`src/rtl/pgm_mem_pkg.sv`:
```
// Shared constants and types for the PGM SDRAM fetch arbiters.
package pgm_mem_pkg;

  localparam int unsigned SDRAM_ADDR_W = 29;
  localparam int unsigned GRANT_W      = 3;

  localparam int unsigned REQ_68K = 0;
  localparam int unsigned REQ_Z80 = 1;
  localparam int unsigned REQ_ICS = 2;

  localparam logic [SDRAM_ADDR_W-1:0] W_ROM_BASE = 29'h620000;

  typedef enum logic [1:0] {
    IDLE,
    WAIT,
    DONE
  } arb_state_e;

endpackage

```
`src/rtl/rr_pick.sv`:
```
// Combinational round-robin selector with optional fixed-priority override.
module rr_pick
  import pgm_mem_pkg::*;
#(
  parameter int unsigned N_REQ = 3
) (
  input  logic [N_REQ-1:0]   req,
  input  logic [GRANT_W-1:0] rr,
  input  logic               prio_en,
  input  logic [GRANT_W-1:0] prio_req,
  output logic               valid,
  output logic [GRANT_W-1:0] index
);

  logic [7:0] req_pad;
  logic [3:0] cand;
  logic       found;

  assign req_pad = 8'(req);

  // Scan from rr upward, wrapping at N_REQ; priority requester overrides.
  always_comb begin
    valid = |req;
    index = '0;
    cand  = '0;
    found = 1'b0;
    for (int unsigned k = 0; k < N_REQ; k++) begin
      cand = 4'(rr) + 4'(k);
      if (cand >= 4'(N_REQ)) begin
        cand = cand - 4'(N_REQ);
      end
      if (!found && req_pad[cand[2:0]]) begin
        index = cand[2:0];
        found = 1'b1;
      end
    end
    if (prio_en && req_pad[prio_req]) begin
      index = prio_req;
    end
  end

endmodule

```
`src/rtl/pgm_sdram_rd_arb.sv`:
```
// Shares the 64-bit SDRAM read port between N_REQ level-held requesters,
// one outstanding read, with a watchdog that aborts stalled reads.
module pgm_sdram_rd_arb
  import pgm_mem_pkg::*;
#(
  parameter int unsigned N_REQ    = 3,
  parameter int unsigned ADDR_W   = SDRAM_ADDR_W,
  parameter int unsigned PRIO_REQ = REQ_68K,
  parameter int unsigned PRIO_EN  = 0,
  parameter int unsigned TIMEOUT  = 1023
) (
  input  logic                      clk,
  input  logic                      reset,
  input  logic [N_REQ-1:0]          req,
  input  logic [N_REQ*ADDR_W-1:0]   req_addr,
  output logic [N_REQ-1:0]          ack,
  output logic [63:0]               rdata,
  output logic                      err,
  output logic [GRANT_W-1:0]        grant_id,
  output logic                      busy,
  output logic                      sdram_rd,
  output logic [ADDR_W-1:0]         sdram_addr,
  input  logic [63:0]               sdram_dout,
  input  logic                      sdram_busy,
  input  logic                      sdram_dout_ready
);

  localparam int unsigned WDOG_W = $clog2(TIMEOUT + 1);

  arb_state_e          state_q, state_d;
  logic [N_REQ-1:0]    ack_q, ack_d;
  logic                err_q, err_d;
  logic [63:0]         rdata_q, rdata_d;
  logic [GRANT_W-1:0]  grant_q, grant_d;
  logic                busy_q, busy_d;
  logic                rd_q, rd_d;
  logic [ADDR_W-1:0]   addr_q, addr_d;
  logic [GRANT_W-1:0]  rr_q, rr_d;
  logic [WDOG_W-1:0]   wdog_q, wdog_d;

  logic                pick_valid;
  logic [GRANT_W-1:0]  pick_idx;
  logic [ADDR_W-1:0]   addr_arr [8];

  // Unpack the flattened address bus, padding unused slots with zero.
  for (genvar i = 0; i < 8; i++) begin : g_addr
    if (i < N_REQ) begin : g_used
      assign addr_arr[i] = req_addr[i*ADDR_W +: ADDR_W];
    end else begin : g_pad
      assign addr_arr[i] = '0;
    end
  end

  rr_pick #(
    .N_REQ (N_REQ)
  ) u_rr_pick (
    .req      (req),
    .rr       (rr_q),
    .prio_en  (1'(PRIO_EN)),
    .prio_req (GRANT_W'(PRIO_REQ)),
    .valid    (pick_valid),
    .index    (pick_idx)
  );

  always_ff @(posedge clk or posedge reset) begin
    if (reset) begin
      state_q <= IDLE;
      ack_q   <= '0;
      err_q   <= 1'b0;
      rdata_q <= '0;
      grant_q <= '0;
      busy_q  <= 1'b0;
      rd_q    <= 1'b0;
      addr_q  <= '0;
      rr_q    <= '0;
      wdog_q  <= '0;
    end else begin
      state_q <= state_d;
      ack_q   <= ack_d;
      err_q   <= err_d;
      rdata_q <= rdata_d;
      grant_q <= grant_d;
      busy_q  <= busy_d;
      rd_q    <= rd_d;
      addr_q  <= addr_d;
      rr_q    <= rr_d;
      wdog_q  <= wdog_d;
    end
  end

  // ack/err are staged on the WAIT exit edge so they are visible during DONE.
  always_comb begin
    state_d = state_q;
    ack_d   = '0;
    err_d   = 1'b0;
    rdata_d = rdata_q;
    grant_d = grant_q;
    busy_d  = busy_q;
    rd_d    = rd_q;
    addr_d  = addr_q;
    rr_d    = rr_q;
    wdog_d  = wdog_q;
    case (state_q)
      IDLE: begin
        if (pick_valid && !sdram_busy) begin
          grant_d = pick_idx;
          addr_d  = addr_arr[pick_idx];
          busy_d  = 1'b1;
          rd_d    = 1'b1;
          wdog_d  = '0;
          state_d = WAIT;
        end
      end
      WAIT: begin
        wdog_d = wdog_q + WDOG_W'(1);
        if (sdram_dout_ready) begin
          rdata_d = sdram_dout;
          rd_d    = 1'b0;
          ack_d   = N_REQ'(1) << grant_q;
          state_d = DONE;
        end else if (wdog_d == WDOG_W'(TIMEOUT)) begin
          rd_d    = 1'b0;
          err_d   = 1'b1;
          ack_d   = N_REQ'(1) << grant_q;
          state_d = DONE;
        end
      end
      DONE: begin
        busy_d  = 1'b0;
        wdog_d  = '0;
        rr_d    = (grant_q == GRANT_W'(N_REQ - 1)) ? '0 : grant_q + GRANT_W'(1);
        state_d = IDLE;
      end
      default: begin
        state_d = IDLE;
      end
    endcase
  end

  assign ack        = ack_q;
  assign err        = err_q;
  assign rdata      = rdata_q;
  assign grant_id   = grant_q;
  assign busy       = busy_q;
  assign sdram_rd   = rd_q;
  assign sdram_addr = addr_q;

endmodule

```
`config.mk`:
```
export PLATFORM = sky130hd
export DESIGN_NAME = pgm_sdram_rd_arb
export DESIGN_NICKNAME = d
export VERILOG_FILES = /design/src/rtl/pgm_mem_pkg.sv /design/src/rtl/rr_pick.sv /design/src/rtl/pgm_sdram_rd_arb.sv
export SDC_FILE = /design/constraint.sdc
export NUM_CORES = 1
export LEC_CHECK = 0
export BUFFER_PORTS_ARGS = -buffer_cell sky130_fd_sc_hd__buf_4
export CORE_MARGIN = 2
export CORE_UTILIZATION = 43
export CTS_CLUSTER_DIAMETER = 200
export DETAILED_ROUTE_END_ITERATION = 10
export PLACE_DENSITY = 0.86
export SYNTH_ARGS = -nofsm -noshare
export SYNTH_HDL_FRONTEND = slang
export SYNTH_SLANG_ARGS = --single-unit
```
`constraint.sdc`:
```
create_clock -name clk -period 3.9 [get_ports clk]
set_input_delay 0.78 -clock clk [delete_from_list [all_inputs] [get_ports clk]]
set_output_delay 0.78 -clock clk [all_outputs]
set_load 0.01 [all_outputs]
```
* After elaboration in Yosys (flattened, before gate mapping)
Index checks and enable logic that the tools add are counted.
** Operators by class
- $add $sub $neg :: 7
- $lt $le $gt $ge :: 7
- Equal/unequal tests :: 6
- Shift-type cells :: 1
- Multiplexer cells :: 35
- Bitwise logic cells :: 1
- Reduce and logical (&&, ||, !) cells :: 17
** Operator list (count)
- $bmux W29 S3 :: 1
- $mux W29 :: 2
- $mux W3 :: 10
- $pmux W10 S3 :: 1
- $lt A3 B4 Y1 const B :: 3
- $mux W1 :: 11
- $add A10 B1 Y10 const B :: 1
- $eq A10 B10 Y1 const B :: 1
- $mux W10 :: 1
- $reduce_and A2 Y1 :: 5
- $bmux W1 S3 :: 3
- $sub A3 B2 Y3 const B :: 3
- $ge A4 B2 Y1 const B :: 2
- $mux W2 :: 3
- $add A3 B1 Y4 const B :: 1
- $add A3 B2 Y4 const B :: 1
- $ge A4 B4 Y1 const B :: 1
- $not A3 Y4 :: 1
- $pmux W1 S2 :: 2
- $pmux W2 S2 :: 1
- $reduce_bool A2 Y1 :: 2
- $add A3 B1 Y3 const B :: 1
- $eq A3 B2 Y1 const B :: 1
- $ge A3 B2 Y1 const B :: 1
- 11 further kinds :: 15
** Word-level totals
- Register bits :: 117
- Input bits :: 158
- Output and inout bits :: 102
- Logic and storage cells :: 84

* Depth between registers and ports, before layout
- Depth after elaboration :: 15
- Mapped depth :: 12
- Gate-level depth less buffers :: 9

* Modules after synthesis
From an unflattened synthesis, not the netlist that was laid out.
** Second synthesis, totals
- Cells, all modules :: 519
- Area total of the unflattened synthesis :: 5895.7 um2
** By module, submodules not included
- pgm_sdram_rd_arb :: times used 1, cells an instance 437, area an instance 5273.8 um2, seq. area each 2927.8 um2
- rr_pick :: times used 1, cells an instance 82, area an instance 621.8 um2, seq. area each 0.0 um2

* Least setup slack after synthesis
No wires, ideal clock.
- Kind :: reg2reg
- Start point :: reg rr_q[0]
- End point :: reg addr_q[10], in the netlist sdram_addr[10]
- Library setup time :: 121 ps
- Arrival :: 2537 ps
- Data required time :: 3779 ps
- Path slack :: 1242 ps
- Stages on the path, launching flop included :: 11
- Path buffers :: 1
- Cell sequence :: dfrtp_1 > ha_1 > ha_1 > a211oi_2 > mux2i_1 > mux2i_1 > nand2_1 > mux2_4 > buf_6 > o21a_1 > a22o_1
** Between the ends
- Longest elaborated chain between the ends :: 15
** RTL lines
- start, declared :: RTL line pgm_sdram_rd_arb.sv:38 : logic [GRANT_W-1:0] rr_q, rr_d;
- start signal, assigned :: RTL line pgm_sdram_rd_arb.sv:86 : rr_q <= rr_d;
- parallel branches: the longest is 10 deep, another holds $add A3 B1 Y4
- $mux W3 (*) :: RTL line rr_pick.sv:32 : if (!found && req_pad[cand[2:0]]) begin
- $not A3 Y4 (implied by the code) (*) :: RTL line pgm_sdram_rd_arb.sv:107 : addr_d = addr_arr[pick_idx];
- $bmux W29 S3 (*) :: RTL line pgm_sdram_rd_arb.sv:107
- $mux W29 (implied by the code) (*) (2 in a row) :: RTL line pgm_sdram_rd_arb.sv:107
- end signal, assigned :: RTL line pgm_sdram_rd_arb.sv:85 : addr_q <= addr_d;
- end, declared :: RTL line pgm_sdram_rd_arb.sv:37 : logic [ADDR_W-1:0] addr_q, addr_d;
Mark *: on every way between the ends. The select of a mux whose other input is x is not followed.
A chain may end at the register's enable or synchronous reset.

* Worst setup path in the final report
- Start point :: reg rr_q[2]
- End point :: reg addr_q[3], in the netlist sdram_addr[3]
The elaborated chain is that of the path after synthesis.

==> qor.txt <==
CP max stage cell = mux2_4
clock-pin slew on the worst setup and hold paths = 0.05 ns
Synth Cell Area = 5930 um^2
max_slew headroom = 36.0%
Post-synth top cells = 117 x dfrtp_1, 64 x mux2_2, 55 x nand2_1, 49 x o211ai_1, 30 x a22o_1
post-CTS setup buffer count = 0
HPWL Detailed = 12400 um
Top FF cell, synth = dfrtp_1
run status = finished, final reports clean
WP data arrival = 3.50 ns
top cell family by delay on the critical path = multiplexers
Netlist cell types = 54
syn_area_per_cell = 11.5 um^2
Die X-Extent = 121 um
Post-synth EDFFs = 0
kind of critical path = reg2reg
clock skew = 0.00787 ns
Hold Vio Cnt, Final = 0
ant diodes = 0
Clock Tree Root = clkbuf_16
clk sink count = 117
syn_nets = 682
Synth top area share = 49.4%
row count = 42
post-synthesis sequential area ratio = 49.4%
top cells by area, synth = dfrtp_1 49%, mux2_2 12%, o211ai_1 6.2%, a22o_1 4.4%, o21a_1 3.7%
die area = 14700 um^2
RSZ-0062 raised after global routing = no
GP Congestion = 0.874
crit path cell chain = inv_1, ha_1, a211oi_2, mux2i_1, mux2i_1, nand2_1, mux2_4, o211ai_1, a22o_1
Setup TNS = 0 ns
CTS H-tree depth = 4
Leak = 0.00409 uW
count of mapped cells out of synthesis = 515
clk buf depth = 2
layout cell share with drive strength beyond 1 = 50.6%
top-count cell post-synth = dfrtp_1
Worst path most repeated cell = mux2i_1
ANT nets after route = 0
Tot Pwr = 7790 uW
clk_lat worst skew = 0.41 ns
Yosys reg bits = 117
fin crit share = 82.2%
FMAX = 312 MHz
worst path required time = 4.20 ns
max_cap viols = 0
max-slew violations = 0
Filler cells = 1057
startpoint types = flip-flop
PD cells = 902 nW/um^2
CP max stage delay = 0.66 ns
Register Area = 2930 um^2
IO buf count = 259
first-pass GRT wire length = 27500 um
initial antenna violation count = 0
total core area = 13300 um^2
wire length per cell = 18.0 um
vias in the first global route = 5280
WP buf/inv = 1
remaining routing DRC violations = 0
IO Pins = 260
nets@finish = 934
Detailed Route WL = 17200 um
Layout area overhead = 45.6%
Initial Utilization = 44.4%
hold_buf cts = 0
Synth async-reset ratio = 100%
total CTS buffers = 17
Period minus WS final = 3.21 ns
via count = 5153
CTS tree = built
post-CTS sizing = 0
setup violators final = 0
Hold Crit Class = reg2reg
multi-input logic area = 2790 um^2
All-Layer GR Usage = 24.2%
Yosys warnings = 0
GRT Residual Overflow = 0
DIE HEIGHT = 121 um
largest net degree at the start of global routing = 80
Peak VDD IR = 0.558 mV
post-synth top area cell = dfrtp_1
Setup crit end kind = flip-flop
Final Util = 64.7%
Least-Margin Pin Slew = 0.961 ns
initial DRC count = 196
crit-path max FO = 59
drt pass-1 iters = 4
vias per inst = 5.39
## cell type report
| type | instances | share of cell area [%] |
|---|---|---|
| Clock buffer | 19 | 5.25 |
| Clock inverter | 13 | 1.70 |
| Inverter | 13 | 0.594 |
| Multi-Input combinational cell | 347 | 32.3 |
| Sequential cell | 117 | 33.9 |
| Tap cell | 176 | 2.55 |
| Timing Repair Buffer | 271 | 23.7 |
## kinds of logic (layout without fill, tap and decap cells)
group,Yosys count,after routing,share of synthesized area [%]
AO/OA/AOI/OAI,155,155,20.6
XOR/XNOR,6,6,0.886
adder cells (fa/ha/maj),9,9,1.90
multiplexers,72,72,13.7
buffers and inverters,51,316,4.20
AND/OR/NAND/NOR,105,105,9.31
flip-flops,117,117,49.4
## report_power, final
group,leakage [uW],internal [uW],switching [uW]
logic,0.00237,1960,2150
registers,0.00142,1760,355
clock network,0.000290,980,579
total,0.00409,4700,3080
## cell usage in the layout, fill, tap and decap left out, types with 2 or more instances in the layout
cell,count
buf_4,270
dfrtp_1,117
mux2_2,64
nand2_1,54
o211ai_1,49
a22o_1,30
o21a_1,29
clkbuf_16,17
o21ai_0,11
inv_1,10
nor2_1,9
o211ai_2,9
ha_1,9
nand3_1,8
nor3_1,6
a21oi_1,5
nor2b_1,5
xnor2_1,4
mux2i_1,4
nor4b_2,4
o31ai_1,4
clkinv_4,4
nor3b_1,3
nand2b_1,3
and3_1,3
o22ai_1,3
inv_6,3
or3b_1,2
xor2_1,2
mux2_1,2
o21ai_1,2
a21o_1,2
clkinv_2,2
clkbuf_8,2
clkinvlp_4,2
bufinv_16,2
## sequential cells by signal, indices dropped and copies added, names as in the netlist
| register | cells |
|---|---|
| state_q | 2 |
| rr_q | 3 |
| rdata | 64 |
| busy | 1 |
| sdram_rd | 1 |
| err | 1 |
| ack | 3 |
| sdram_addr | 29 |
| grant_id | 3 |
| wdog_q | 10 |
## worst reg2reg max path, stage by stage (launching register included)
cell	delay, ns
dfrtp_1	0.47
inv_1	0.14
ha_1	0.29
a211oi_2	0.23
mux2i_1	0.29
mux2i_1	0.40
nand2_1	0.13
mux2_4	0.66
o211ai_1	0.24
a22o_1	0.25
## path summary, 6_finish.rpt
check | end | slack, ns | depth (start not counted) | startpoint
setup / recovery | sdram_addr[3] | 0.69 | 9 | rr_q[2]
hold / removal | busy | 0.50 | 2 | busy
setup reg to reg | sdram_addr[3] | 0.69 | 9 | rr_q[2]
hold reg to reg | busy | 0.50 | 2 | busy
max in group asynchronous | rdata[23] | 2.45 | 3 | reset
min in group asynchronous | rdata[30] | 0.61 | 2 | reset
## metal layers
layer	up-vias	wire length [um]	track usage (%)	part of all wire (%)
li1	2415	-	-	-
met1	2508	6660	28.3	39
met2	204	8760	41.2	51
met3	26	1440	8.36	8.4
met4	0	361	8.48	2.1
met5	-	0	0	0
## stage by stage
| step | hold slack [ns] | instances | setup slack, ns | cell area (um^2) |
|---|---|---|---|---|
| after floorplan | 0.471 | 515 | 0.0192 | 5930 |
| after global placement | 0.480 | 924 | 0.834 | 8030 |
| after detailed placement | 0.474 | 924 | 0.735 | 8030 |
| after CTS | 0.500 | 956 | 0.720 | 8630 |
| after global routing | 0.514 | 956 | 0.442 | 8630 |
| final | 0.500 | 956 | 0.695 | 8630 |
Power figures use the tool's default switching activity.
